===== src/rtl/pipe_pkg.sv =====
// Shared definitions for the 5-stage core pipeline registers: stage field
// widths, ID/EX default payload sizes, control-bit positions, skid states.
package pipe_pkg;

  // Stage field widths
  localparam int REG_W   = 32;
  localparam int RIDX_W  = 5;
  localparam int ALUOP_W = 2;

  // ID/EX payload: rs value, rt value, immediate + rs/rt/rd indices
  localparam int IDEX_DATA_W = 3 * REG_W + 3 * RIDX_W;
  // ID/EX control: ALU op in the low bits, then six single-bit controls
  localparam int IDEX_CTRL_W = ALUOP_W + 6;

  // Control bit positions (ALU op occupies [ALUOP_W-1:0])
  localparam int ALUSRC  = 2;
  localparam int REGDST  = 3;
  localparam int MEMWR   = 4;
  localparam int MEMRD   = 5;
  localparam int DATASRC = 6;
  localparam int WRREG   = 7;

  // Occupancy of the stage when the skid entry is present
  typedef enum logic [1:0] {
    SKID_EMPTY = 2'd0,
    SKID_MAIN  = 2'd1,
    SKID_FULL  = 2'd2
  } skid_state_e;

endpackage


===== src/rtl/pipe_stage_reg_if.sv =====
// Handshake and payload bundle around one pipeline stage register.
// master: upstream/downstream environment; slave: the stage itself.
interface pipe_stage_reg_if #(
  parameter int DATA_W = pipe_pkg::IDEX_DATA_W,
  parameter int CTRL_W = pipe_pkg::IDEX_CTRL_W
);
  logic              in_valid;
  logic              in_ready;
  logic [DATA_W-1:0] in_data;
  logic [CTRL_W-1:0] in_ctrl;
  logic              out_valid;
  logic              out_ready;
  logic [DATA_W-1:0] out_data;
  logic [CTRL_W-1:0] out_ctrl;

  modport master (
    output in_valid, in_data, in_ctrl, out_ready,
    input  in_ready, out_valid, out_data, out_ctrl
  );

  modport slave (
    input  in_valid, in_data, in_ctrl, out_ready,
    output in_ready, out_valid, out_data, out_ctrl
  );
endinterface


===== src/rtl/pipe_sat_counter.sv =====
// Saturating event counter: counts cycles with i_inc=1, sticks at all-ones.
module pipe_sat_counter #(
  parameter int CNT_W = 16
) (
  input  logic             clk,
  input  logic             rst,
  input  logic             i_inc,
  output logic [CNT_W-1:0] o_cnt
);
  logic [CNT_W-1:0] r_cnt;
  logic             w_sat;

  assign w_sat = &r_cnt;

  // Count events, holding once the maximum value is reached
  always_ff @(posedge clk or posedge rst) begin
    if (rst) begin
      r_cnt <= '0;
    end else if (i_inc && !w_sat) begin
      r_cnt <= r_cnt + CNT_W'(1);
    end
  end

  assign o_cnt = r_cnt;
endmodule


===== src/rtl/pipe_stage_reg.sv =====
// Generic inter-stage register with valid/ready handshake, hazard stall and
// flush (bubbles zero the control payload only) and saturating perf counters.
// Optional build macro SKID_BUF_EN adds a one-entry skid register so that
// in_ready no longer depends combinationally on out_ready.
module pipe_stage_reg
  import pipe_pkg::*;
#(
  parameter int DATA_W = IDEX_DATA_W,
  parameter int CTRL_W = IDEX_CTRL_W,
  parameter int CNT_W  = 16
) (
  input  logic             clk,
  input  logic             rst,
  input  logic             stall,
  input  logic             flush,
  pipe_stage_reg_if.slave  bus,
  output logic [CNT_W-1:0] stall_cycles,
  output logic [CNT_W-1:0] flush_events
);
  logic              r_valid;
  logic [DATA_W-1:0] r_data;
  logic [CTRL_W-1:0] r_ctrl;
  logic              w_in_ready;
  logic              w_in_xfer;
  logic              w_out_xfer;

  assign w_out_xfer = r_valid & bus.out_ready;
  assign w_in_xfer  = bus.in_valid & w_in_ready;

`ifdef SKID_BUF_EN
  skid_state_e       r_state;
  logic [DATA_W-1:0] r_skid_data;
  logic [CTRL_W-1:0] r_skid_ctrl;

  // Ready comes from the state register only; flush always drains the input
  assign w_in_ready = flush | (~stall & (r_state != SKID_FULL));

  // Main/skid occupancy FSM; under stall w_in_xfer is 0, so only draining moves
  always_ff @(posedge clk or posedge rst) begin
    if (rst) begin
      r_state     <= SKID_EMPTY;
      r_valid     <= 1'b0;
      r_data      <= '0;
      r_ctrl      <= '0;
      r_skid_data <= '0;
      r_skid_ctrl <= '0;
    end else if (flush) begin
      r_state     <= SKID_EMPTY;
      r_valid     <= 1'b0;
      r_ctrl      <= '0;
      r_skid_ctrl <= '0;
    end else begin
      case (r_state)
        SKID_EMPTY: begin
          if (w_in_xfer) begin
            r_state <= SKID_MAIN;
            r_valid <= 1'b1;
            r_data  <= bus.in_data;
            r_ctrl  <= bus.in_ctrl;
          end
        end
        SKID_MAIN: begin
          if (w_in_xfer && w_out_xfer) begin
            r_data <= bus.in_data;
            r_ctrl <= bus.in_ctrl;
          end else if (w_in_xfer) begin
            r_state     <= SKID_FULL;
            r_skid_data <= bus.in_data;
            r_skid_ctrl <= bus.in_ctrl;
          end else if (w_out_xfer) begin
            r_state <= SKID_EMPTY;
            r_valid <= 1'b0;
            r_ctrl  <= '0;
          end
        end
        SKID_FULL: begin
          if (w_out_xfer) begin
            r_state     <= SKID_MAIN;
            r_data      <= r_skid_data;
            r_ctrl      <= r_skid_ctrl;
            r_skid_ctrl <= '0;
          end
        end
        default: begin
          r_state <= SKID_EMPTY;
          r_valid <= 1'b0;
          r_ctrl  <= '0;
        end
      endcase
    end
  end
`else
  // Classic pipeline ready: free slot or the slot drains this cycle
  assign w_in_ready = flush | (~stall & (~r_valid | bus.out_ready));

  // Single-entry stage register: flush > stall > normal
  always_ff @(posedge clk or posedge rst) begin
    if (rst) begin
      r_valid <= 1'b0;
      r_data  <= '0;
      r_ctrl  <= '0;
    end else if (flush) begin
      r_valid <= 1'b0;
      r_ctrl  <= '0;
    end else if (stall) begin
      if (w_out_xfer) begin
        r_valid <= 1'b0;
        r_ctrl  <= '0;
      end
    end else if (w_in_xfer) begin
      r_valid <= 1'b1;
      r_data  <= bus.in_data;
      r_ctrl  <= bus.in_ctrl;
    end else if (w_out_xfer) begin
      r_valid <= 1'b0;
      r_ctrl  <= '0;
    end
  end
`endif

  assign bus.in_ready  = w_in_ready;
  assign bus.out_valid = r_valid;
  assign bus.out_data  = r_data;
  assign bus.out_ctrl  = r_ctrl;

  pipe_sat_counter #(.CNT_W(CNT_W)) u_stall_cnt (
    .clk   (clk),
    .rst   (rst),
    .i_inc (stall),
    .o_cnt (stall_cycles)
  );

  pipe_sat_counter #(.CNT_W(CNT_W)) u_flush_cnt (
    .clk   (clk),
    .rst   (rst),
    .i_inc (flush),
    .o_cnt (flush_events)
  );
endmodule


===== src/flat_wrapper.sv =====
// flat-port wrapper written by rule: the top's interface ports become plain ports
module pipe_stage_reg_flat import pipe_pkg::*;
#(
  parameter int DATA_W = IDEX_DATA_W,
  parameter int CTRL_W = IDEX_CTRL_W,
  parameter int CNT_W  = 16
)
  (clk, rst, stall, flush, stall_cycles, flush_events, bus_in_valid, bus_in_data, bus_in_ctrl, bus_out_ready, bus_in_ready, bus_out_valid, bus_out_data, bus_out_ctrl);
  pipe_stage_reg_if #(.DATA_W(DATA_W), .CTRL_W(CTRL_W)) bus_i ();
  input  logic clk;
  input  logic rst;
  input  logic stall;
  input  logic flush;
  output logic [CNT_W-1:0] stall_cycles;
  output logic [CNT_W-1:0] flush_events;
  input wire logic [$bits(bus_i.in_valid)-1:0] bus_in_valid;
  input wire logic [$bits(bus_i.in_data)-1:0] bus_in_data;
  input wire logic [$bits(bus_i.in_ctrl)-1:0] bus_in_ctrl;
  input wire logic [$bits(bus_i.out_ready)-1:0] bus_out_ready;
  output wire logic [$bits(bus_i.in_ready)-1:0] bus_in_ready;
  output wire logic [$bits(bus_i.out_valid)-1:0] bus_out_valid;
  output wire logic [$bits(bus_i.out_data)-1:0] bus_out_data;
  output wire logic [$bits(bus_i.out_ctrl)-1:0] bus_out_ctrl;
  assign bus_i.in_valid = bus_in_valid;
  assign bus_i.in_data = bus_in_data;
  assign bus_i.in_ctrl = bus_in_ctrl;
  assign bus_i.out_ready = bus_out_ready;
  assign bus_in_ready = bus_i.in_ready;
  assign bus_out_valid = bus_i.out_valid;
  assign bus_out_data = bus_i.out_data;
  assign bus_out_ctrl = bus_i.out_ctrl;
  pipe_stage_reg #(.DATA_W(DATA_W), .CTRL_W(CTRL_W), .CNT_W(CNT_W)) u_core (.clk(clk), .rst(rst), .stall(stall), .flush(flush), .bus(bus_i), .stall_cycles(stall_cycles), .flush_events(flush_events));
endmodule

===== config.mk =====
export PLATFORM = sky130hd
export DESIGN_NAME = pipe_stage_reg_flat
export DESIGN_NICKNAME = d
export VERILOG_FILES = /design/src/rtl/pipe_pkg.sv /design/src/rtl/pipe_stage_reg_if.sv /design/src/rtl/pipe_sat_counter.sv /design/src/rtl/pipe_stage_reg.sv /design/src/flat_wrapper.sv
export SDC_FILE = /design/constraint.sdc
export NUM_CORES = 1
export LEC_CHECK = 0
export BUFFER_PORTS_ARGS = -buffer_cell sky130_fd_sc_hd__buf_4
export CORE_MARGIN = 5
export CORE_UTILIZATION = 30
export CTS_CLUSTER_SIZE = 12
export DETAILED_ROUTE_END_ITERATION = 6
export PLACE_DENSITY = 0.62
export SETUP_SLACK_MARGIN = 0.02
export SLEW_MARGIN = 5
export SYNTH_ARGS = -nofsm -noshare
export SYNTH_HDL_FRONTEND = slang
export SYNTH_SLANG_ARGS = --single-unit

===== constraint.sdc =====
create_clock -name clk -period 13.3 [get_ports clk]
set_input_delay 1.995 -clock clk [delete_from_list [all_inputs] [get_ports clk]]
set_output_delay 1.995 -clock clk [all_outputs]
set_load 0.02 [all_outputs]

==> results of run 1 <==
==> where the power goes <==
group | leakage [nW] | internal, W | switching [W] | total [W]
Sequential | 1.86 | 0.000554 | 0.0000688 | 0.000623
Combinational | 2.14 | 0.000214 | 0.000226 | 0.000439
Clock | 0.281 | 0.000281 | 0.000205 | 0.000486
==> final timing paths <==
kind	end	slack [ns]	depth (start not counted)
worst max-delay path	bus_in_ready	8.60	4
worst min-delay path	u_core.bus.out_data[8]	0.49	1
worst max register to register	u_core.bus.out_data[5]	10.56	4
worst min register to register	u_core.bus.out_data[8]	0.49	1
max in group asynchronous	u_core.bus.out_data[62]	10.07	3
min in group asynchronous	u_core.bus.out_data[92]	1.67	2
==> cell usage after synthesis, types with 2 or more instances <==
cell,n,share of area
xor2_1,8,0.012
and2_1,3,0.0031
nand4_1,13,0.013
a31oi_1,3,0.0031
a21oi_1,3,0.0025
nand2_1,7,0.0043
a22o_1,8,0.012
ha_1,2,0.0041
and3_1,5,0.0052
nand3_1,14,0.012
buf_2,5,0.0041
nor2_1,12,0.0074
mux2_2,106,0.20
mux2_1,8,0.015
and4_1,5,0.0072
buf_4,9,0.011
nor3_1,5,0.0041
xnor2_1,15,0.022
inv_1,5,0.0031
dfrtp_1,152,0.63
==> logic make-up after synthesis <==
kind of cell             Yosys count
AO/OA/AOI/OAI                     21
XOR/XNOR                          23
adder cells (fa/ha/maj)            2
buffers and inverters             22
flip-flops                       152
multiplexers                     115
AND/OR/NAND/NOR                   73
==> layer usage <==
metal,vias up,track usage
li1,2037,-
met1,2172,0.181
met2,172,0.248
met3,20,0.0543
met4,0,0.0445
met5,-,0
==> area by class of cell <==
cell class | count | area, um2 | share of cell area
tap | 270 | 338 | 0.0376
multi-input combinational | 234 | 2130 | 0.237
clock buffer | 17 | 425 | 0.0473
inverter | 5 | 23.8 | 0.00265
clock inverter | 14 | 163 | 0.0181
sequential | 152 | 3800 | 0.423
timing repair buffer | 280 | 2100 | 0.234
antenna | 1 | 2.50 | 0.000278
==> worst max-delay path: stages <==
cell     delay, ns
buf_4         0.12
nor2b_1       0.26
o21ai_0       0.15
buf_4         0.18
==> metrics by stage <==
stage               cell area, um2  instances  hold slack, ns
finish                        8990        973           0.489
global route                  8990        973           0.513
CTS                           8980        972           0.490
detailed placement            8400        941           0.476
global placement              8400        941           0.469
floorplan                     6060        408           0.607
==> sequential cells by signal, indices dropped and copies added (netlist names) <==
register                  count
u_core.bus.out_data         111
u_core.u_flush_cnt.o_cnt     16
u_core.u_stall_cnt.o_cnt     16
u_core.bus.out_ctrl           8
u_core.bus.out_valid          1
==> results_dict.tcl, run 1 <==
set metrics [dict create \
    synthFlopType "dfrtp_1" \
    post_cts_resized 0 \
    syn_inst 408 \
    grt_pass1_vias 4524 \
    synth_fp_nets 535 \
    clkTransAtPathRegs_ns 0.06 \
    critPathRequiredTime_ns 11.31 \
    async_flop_share 1.00 \
    tritoncts "yes" \
    cts-hold-fix-buffers 0 \
    synth_xor_area_frac 0.0333 \
    crit_start "bus_out_ready" \
    dieHeight_um 152 \
    dp_slack_ns 8.61 \
    cp.arrival_ns 2.70 \
    initial_utilization 0.302 \
    tightest_slew_ns 1.08 \
    synth-seq-cells 152 \
    core_area_um2 20000 \
    vias 4401 \
    slew_headroom 0.278 \
    syn_avg_cell_area_um2 14.8 \
    dr_wl_met3_um 1070 \
    top_layer_used "met4" \
    met2_wirelength_um 8820 \
    p_total_w 0.00155 \
    clockRootBuffer "clkbuf_16" \
    drt-wirelength-per-cell_um 17.7 \
    grt_max_degree 87 \
    cts_max_level 4 \
    r2r-start "u_core.bus.out_valid" \
    synthMuxAreaShare 0.214 \
    fmax_ghz 0.213 \
    grt_overflow 0 \
    routedLengthMet1_um 7110 \
    synth_seq_area_share 0.628 \
    yosysWarnings 0 \
    layout_commonest_cell "buf_4" \
    fin_skew_ns 0.0104 \
    ir_drop_v 0.000104 \
    slew_viol_final 0 \
    dieArea_um2 23100 \
    clock_latency_ns 0.42 \
    status "complete, no violations" \
    hold_viol_final 0 \
    cts_max_path_buffers 2 \
    worstSetupPathType "input port to primary output" \
    drt_pass1_iterations 6 \
    ys_types 40 \
    synth_adder_area_share 0.00413 \
    power_density_nw_per_um2 172 \
    io_buffers 277 \
    antenna_found_initial 1 \
    drc_errors 0 \
    synth_edf_count 0 \
    rows 52 \
    post-cts-setup-buffer-count 0 \
    clock_sinks 152 \
    routed_via_density 4.52 \
    numCtsBuffers 17 \
    min_period_ns 4.70 \
    final-setup-viol-count 0 \
    final_cell_mix "buf_4, dfrtp_1, mux2_2" \
    crit_path_start_kind "input port" \
    hp-class "flop to flop" \
    grt_pass1_wl_um 27200 \
    fin_crit_sh 0.353 \
    setup_ws_ns 8.60 \
    crit_fanout 3 \
    synth_top_family_by_area "multiplexers" \
    p_leak_nw 4.28 \
    final_nets 817 \
    detail-route-antenna-nets 0 \
    post-dp-hpwl_um 13200 \
    gp_congestion 0.843 \
    fin_util 0.448 \
    ios 278 \
    synth_compound_area_frac 0.0264 \
    first_iter_violations 194 \
    routed_wl_um 17200 \
    tns_ns 0 \
    rsz0062_at_grt "false" \
    track_usage 0.149 \
    syn_to_final_growth_pct 48.4 \
    layout-drive-gt1-share 0.607 \
    synth_area_um2 6060 \
    n_fill_cell 1845 \
    cp-end-kind "primary output" \
    maxCapViolCount 0 \
    yosys.area_share.simple 0.0706 \
    die_x_um 152 \
    min-delay-start "u_core.bus.out_data[8]" \
]
Note: power is estimated with default switching activity, not from simulation.
==> run 2: changes to the inputs <==
==> constraint.sdc (replaced) <==
create_clock -name clk -period 4.65 [get_ports clk]
set_input_delay 0.6975 -clock clk [delete_from_list [all_inputs] [get_ports clk]]
set_output_delay 0.6975 -clock clk [all_outputs]
set_load 0.02 [all_outputs]
==> run 2 against run 1 <==
Utilization about the same. Critical path type is now flop to primary output. Clock skew is 0.0012 ns higher. Largest power group unchanged. Highest routed layer unchanged. First-iteration DRC count is 21% lower. Clock-buffer cell count grew 1. Worst hold slack lost 0.22 ns. Flip-flop and latch count stayed put. Final area about the same. Largest cell class unchanged. Sequential share of layout area is essentially flat.
==> results_dict.tcl, run 2 (synthesis results as in run 1) <==
set metrics [dict create \
    die_x_um 152 \
    post-cts-setup-buffer-count 0 \
    fmax_ghz 0.470 \
    place_inst 942 \
    layout_commonest_cell "buf_4" \
    post_cts_resized 0 \
    track_usage 0.143 \
    numCtsBuffers 17 \
    core_area_um2 20000 \
    detail-route-antenna-nets 0 \
    grt_pass1_vias 4641 \
    hp-class "input port to async pin" \
    cts_max_level 4 \
    slew_viol_final 0 \
    p_seq_frac 0.410 \
    final_cell_mix "buf_4, dfrtp_1, mux2_2" \
    fin_skew_ns 0.0116 \
    dieArea_um2 23100 \
    final_nets 819 \
    tightest_slew_ns 0.845 \
    antenna_cells 0 \
    path_cells "nor2b_1, o21ai_0, buf_4" \
    fin_cells 975 \
    vias 4390 \
    grt_overflow 0 \
    fin_crit_sh 0.458 \
    ir_drop_v 0.000303 \
    tns_ns 0 \
    grt_pass1_wl_um 26500 \
    critPathSlowestCell "dfrtp_1" \
    antenna_found_initial 0 \
    hold_viol_final 0 \
    clockRootBuffer "clkbuf_16" \
    largest_reg_flops 111 \
    worstSetupPathType "flop to primary output" \
    critPathRequiredTime_ns 3.95 \
    clock_sinks 152 \
    rows 52 \
    grt_max_degree 104 \
    post-dp-hpwl_um 12400 \
    p_clk_frac 0.306 \
    critPathMaxStageDelay_ns 0.40 \
    routed_via_density 4.50 \
    slew_headroom 0.437 \
    first_iter_violations 154 \
    maxCapViolCount 0 \
    routed_wl_um 16700 \
    cts_max_path_buffers 2 \
    initial_utilization 0.302 \
    layout-drive-gt1-share 0.607 \
    gp_congestion 0.808 \
    cts-hold-fix-buffers 0 \
    dieHeight_um 152 \
    cp-end-kind "primary output" \
    tritoncts "yes" \
    min_period_ns 2.13 \
    swShare 0.332 \
    status "complete, no violations" \
    ios 278 \
    power_density_nw_per_um2 486 \
    clkTransAtPathRegs_ns 0.07 \
    p_leak_nw 4.29 \
    drt-wirelength-per-cell_um 17.1 \
    power.switching_w 0.00145 \
    syn_to_final_growth_pct 48.5 \
    p_int_w 0.00292 \
    crit_fanout 4 \
    rsz0062_at_grt "false" \
    drc_errors 0 \
    clock_latency_ns 0.41 \
    io_buffers 277 \
    p_comb_frac 0.284 \
    final-setup-viol-count 0 \
    cp.arrival_ns 1.43 \
    crit_path_start_kind "flop" \
    drt_pass1_iterations 4 \
]
run 2: power groups by stage:
stage / logic [W] / registers, W / clock network, W
floorplan: 0.000328 / 0.00210 / 0
global placement: 0.00124 / 0.00180 / 0
detailed placement: 0.00126 / 0.00181 / 0
CTS: 0.00126 / 0.00179 / 0.00138
global route: 0.00132 / 0.00183 / 0.00144
finish: 0.00124 / 0.00179 / 0.00134
run 2: metal layers:
layer,vias to the layer above,part of all wire,wire length [um],global-route usage
met1,2170,0.40,6730,0.166
met4,0,0.019,316,0.0518
met2,163,0.52,8710,0.247
li1,2035,-,-,-
met3,22,0.055,918,0.0449
met5,-,0,0,0
run 2: per-stage QoR:
stage / power, W / hold WS (ns) / util / cell area, um2 / setup slack [ns]
finish: 0.00437 / 0.267 / 0.449 / 8990 / 2.52
global route: 0.00459 / 0.263 / 0.449 / 8990 / 2.43
CTS: 0.00443 / 0.472 / 0.448 / 8970 / 2.49
detailed placement: 0.00307 / 0.481 / 0.420 / 8410 / 2.20
global placement: 0.00303 / 0.470 / 0.420 / 8410 / 2.23
floorplan: 0.00243 / 0.607 / - / 6060 / 2.04
run 2: cell type report:
class,instances,area (um2)
Sequential cell,152,3800
Timing Repair Buffer,282,2140
Tap cell,270,338
Fill cell,1874,11000
Clock buffer,18,439
Multi-Input combinational cell,234,2120
Clock inverter,14,128
Inverter,5,22.5
run 2: worst max-delay path, delay by kind of cell (launching register included):
kind            cells  cell delay, ns
simple gates        1            0.31
compound gates      1            0.13
buf+inv             1            0.18
flops               1            0.40
run 2: path summary, 6_finish.rpt:
| path | start | endpoint | slack, ns | depth (start not counted) |
|---|---|---|---|---|
| min in group clk | bus_in_data[11] | u_core.bus.out_data[11] | 0.49 | 2 |
| max reg2reg | u_core.bus.out_valid | u_core.bus.out_data[6] | 2.53 | 4 |
| max | u_core.bus.out_valid | bus_in_ready | 2.52 | 3 |
| min | rst | u_core.bus.out_data[17] | 0.27 | 2 |
| min reg2reg | u_core.bus.out_data[10] | u_core.bus.out_data[10] | 0.50 | 1 |
| max in group asynchronous | rst | u_core.bus.out_ctrl[3] | 3.50 | 3 |
==> run 3: changes to the inputs <==
==> constraint.sdc (replaced) <==
create_clock -name clk -period 2.15 [get_ports clk]
set_input_delay 0.3225 -clock clk [delete_from_list [all_inputs] [get_ports clk]]
set_output_delay 0.3225 -clock clk [all_outputs]
set_load 0.02 [all_outputs]
==> run 3 against run 2 <==
Flip-flop and latch count is the same. Worst hold slack got worse by 0.19 ns. Utilization rose by 0.16 points. Setup slack worse by 2.3 ns. Final cell count unchanged. Via count is 0.30% higher. Critical path type is now flop to flop.
==> results_dict.tcl, run 3 (synthesis results as in run 1) <==
set metrics [dict create \
    clkTransAtPathRegs_ns 0.07 \
    clockRootBuffer "clkbuf_16" \
    final-setup-viol-count 0 \
    routed_via_density 4.52 \
    status "complete, no violations" \
    tritoncts "yes" \
    min_period_ns 1.91 \
    largest_reg_flops 111 \
    crit_path_start_kind "flop" \
    routed_wl_um 16400 \
    initial_utilization 0.302 \
    first_iter_violations 133 \
    slew_viol_final 0 \
    dieArea_um2 23100 \
    drc_errors 0 \
    dieHeight_um 152 \
    crit_fanout 9 \
    tightest_slew_ns 0.588 \
    cts_max_level 4 \
    fin_crit_sh 0.888 \
    grt_max_degree 108 \
    vias 4403 \
    maxCapViolCount 0 \
    hold_viol_final 0 \
    power_density_nw_per_um2 1050 \
    post-cts-setup-buffer-count 0 \
    rsz0062_at_grt "false" \
    post_cts_resized 0 \
    syn_to_final_growth_pct 49.0 \
    layout_commonest_cell "buf_4" \
    detail-route-antenna-nets 0 \
    worstSetupPathType "flop to flop" \
    final_cell_mix "buf_4, dfrtp_1, mux2_2" \
    cp.arrival_ns 2.21 \
    antenna_cells 0 \
    slew_headroom 0.608 \
    ios 278 \
    drt_pass1_iterations 4 \
    layout-drive-gt1-share 0.607 \
    numCtsBuffers 17 \
    fmax_ghz 0.524 \
    antenna_found_initial 0 \
    hp-class "input port to async pin" \
    grt_overflow 0 \
    clock_sinks 152 \
    rows 52 \
    n_fill_cell 1827 \
    cp-end-kind "flop" \
    die_x_um 152 \
    grt_pass1_vias 4678 \
    fin_skew_ns 0.0117 \
    drt-wirelength-per-cell_um 16.8 \
    fin_util 0.450 \
    final_nets 819 \
    core_area_um2 20000 \
    cts-hold-fix-buffers 0 \
    clock_latency_ns 0.41 \
    critPathRequiredTime_ns 2.45 \
    gp_congestion 0.828 \
    track_usage 0.141 \
    p_leak_nw 4.29 \
    grt_pass1_wl_um 26400 \
    ir_drop_v 0.000485 \
    cts_max_path_buffers 2 \
    io_buffers 277 \
    hold_slack_ns 0.0776 \
    post-dp-hpwl_um 12400 \
]
-- run 3: critical path: stages, from the launching register on --
cell and delay [ns]:
dfrtp_1 0.43, ha_1 0.21, nand3_2 0.13, or4_4 0.62, nand2_4 0.11, mux2_4 0.29
-- run 3: area by class of cell --
cell class / instances / area [um2] / area share
Clock inverter: 13 / 134 / 0.0148
Sequential cell: 152 / 3800 / 0.421
Timing Repair Buffer: 282 / 2150 / 0.239
Multi-Input combinational cell: 234 / 2120 / 0.235
Tap cell: 270 / 338 / 0.0374
Inverter: 5 / 22.5 / 0.00249
Clock buffer: 19 / 453 / 0.0502
-- run 3: layer usage --
metal,global-route usage,share of wire,vias up
met1,0.167,0.41,2169
met5,0,0,-
met3,0.0495,0.058,24
li1,-,-,2039
met2,0.240,0.52,171
met4,0.0488,0.020,0
-- run 3: path summary, 6_finish.rpt --
| check | end | cells past startpoint | start | slack [ns] |
|---|---|---|---|---|
| min | u_core.bus.out_data[21] | 3 | rst | 0.08 |
| min reg2reg | u_core.bus.out_data[11] | 1 | u_core.bus.out_data[11] | 0.49 |
| min in group clk | u_core.bus.out_data[10] | 2 | bus_in_data[10] | 0.13 |
| max in group asynchronous | u_core.bus.out_data[63] | 3 | rst | 1.61 |
| max reg2reg | u_core.u_stall_cnt.o_cnt[1] | 5 | u_core.u_stall_cnt.o_cnt[0] | 0.24 |
| max | u_core.u_stall_cnt.o_cnt[1] | 5 | u_core.u_stall_cnt.o_cnt[0] | 0.24 |
-- run 3: power breakdown --
| part | leakage, nW | total [W] | internal [W] | switching (W) |
|---|---|---|---|---|
| combinational | 2.15 | 0.00269 | 0.00133 | 0.00137 |
| clock | 0.285 | 0.00295 | 0.00169 | 0.00126 |
| sequential | 1.86 | 0.00386 | 0.00343 | 0.000437 |
| total | 4.29 | 0.00950 | 0.00644 | 0.00306 |
-- run 3: stage by stage --
step | total power, W | setup TNS [ns] | worst slack (ns) | instances | instance area, um2
2_1_floorplan | 0.00526 | -13.60 | -0.0894 | 408 | 6060
3_3_place_gp | 0.00658 | 0 | 0.295 | 943 | 8440
3_5_place_dp | 0.00665 | 0 | 0.250 | 943 | 8440
4_1_cts | 0.00965 | 0 | 0.239 | 975 | 9030
5_1_grt | 0.00999 | 0 | 0.161 | 975 | 9030
6_report | 0.00950 | 0 | 0.240 | 975 | 9030
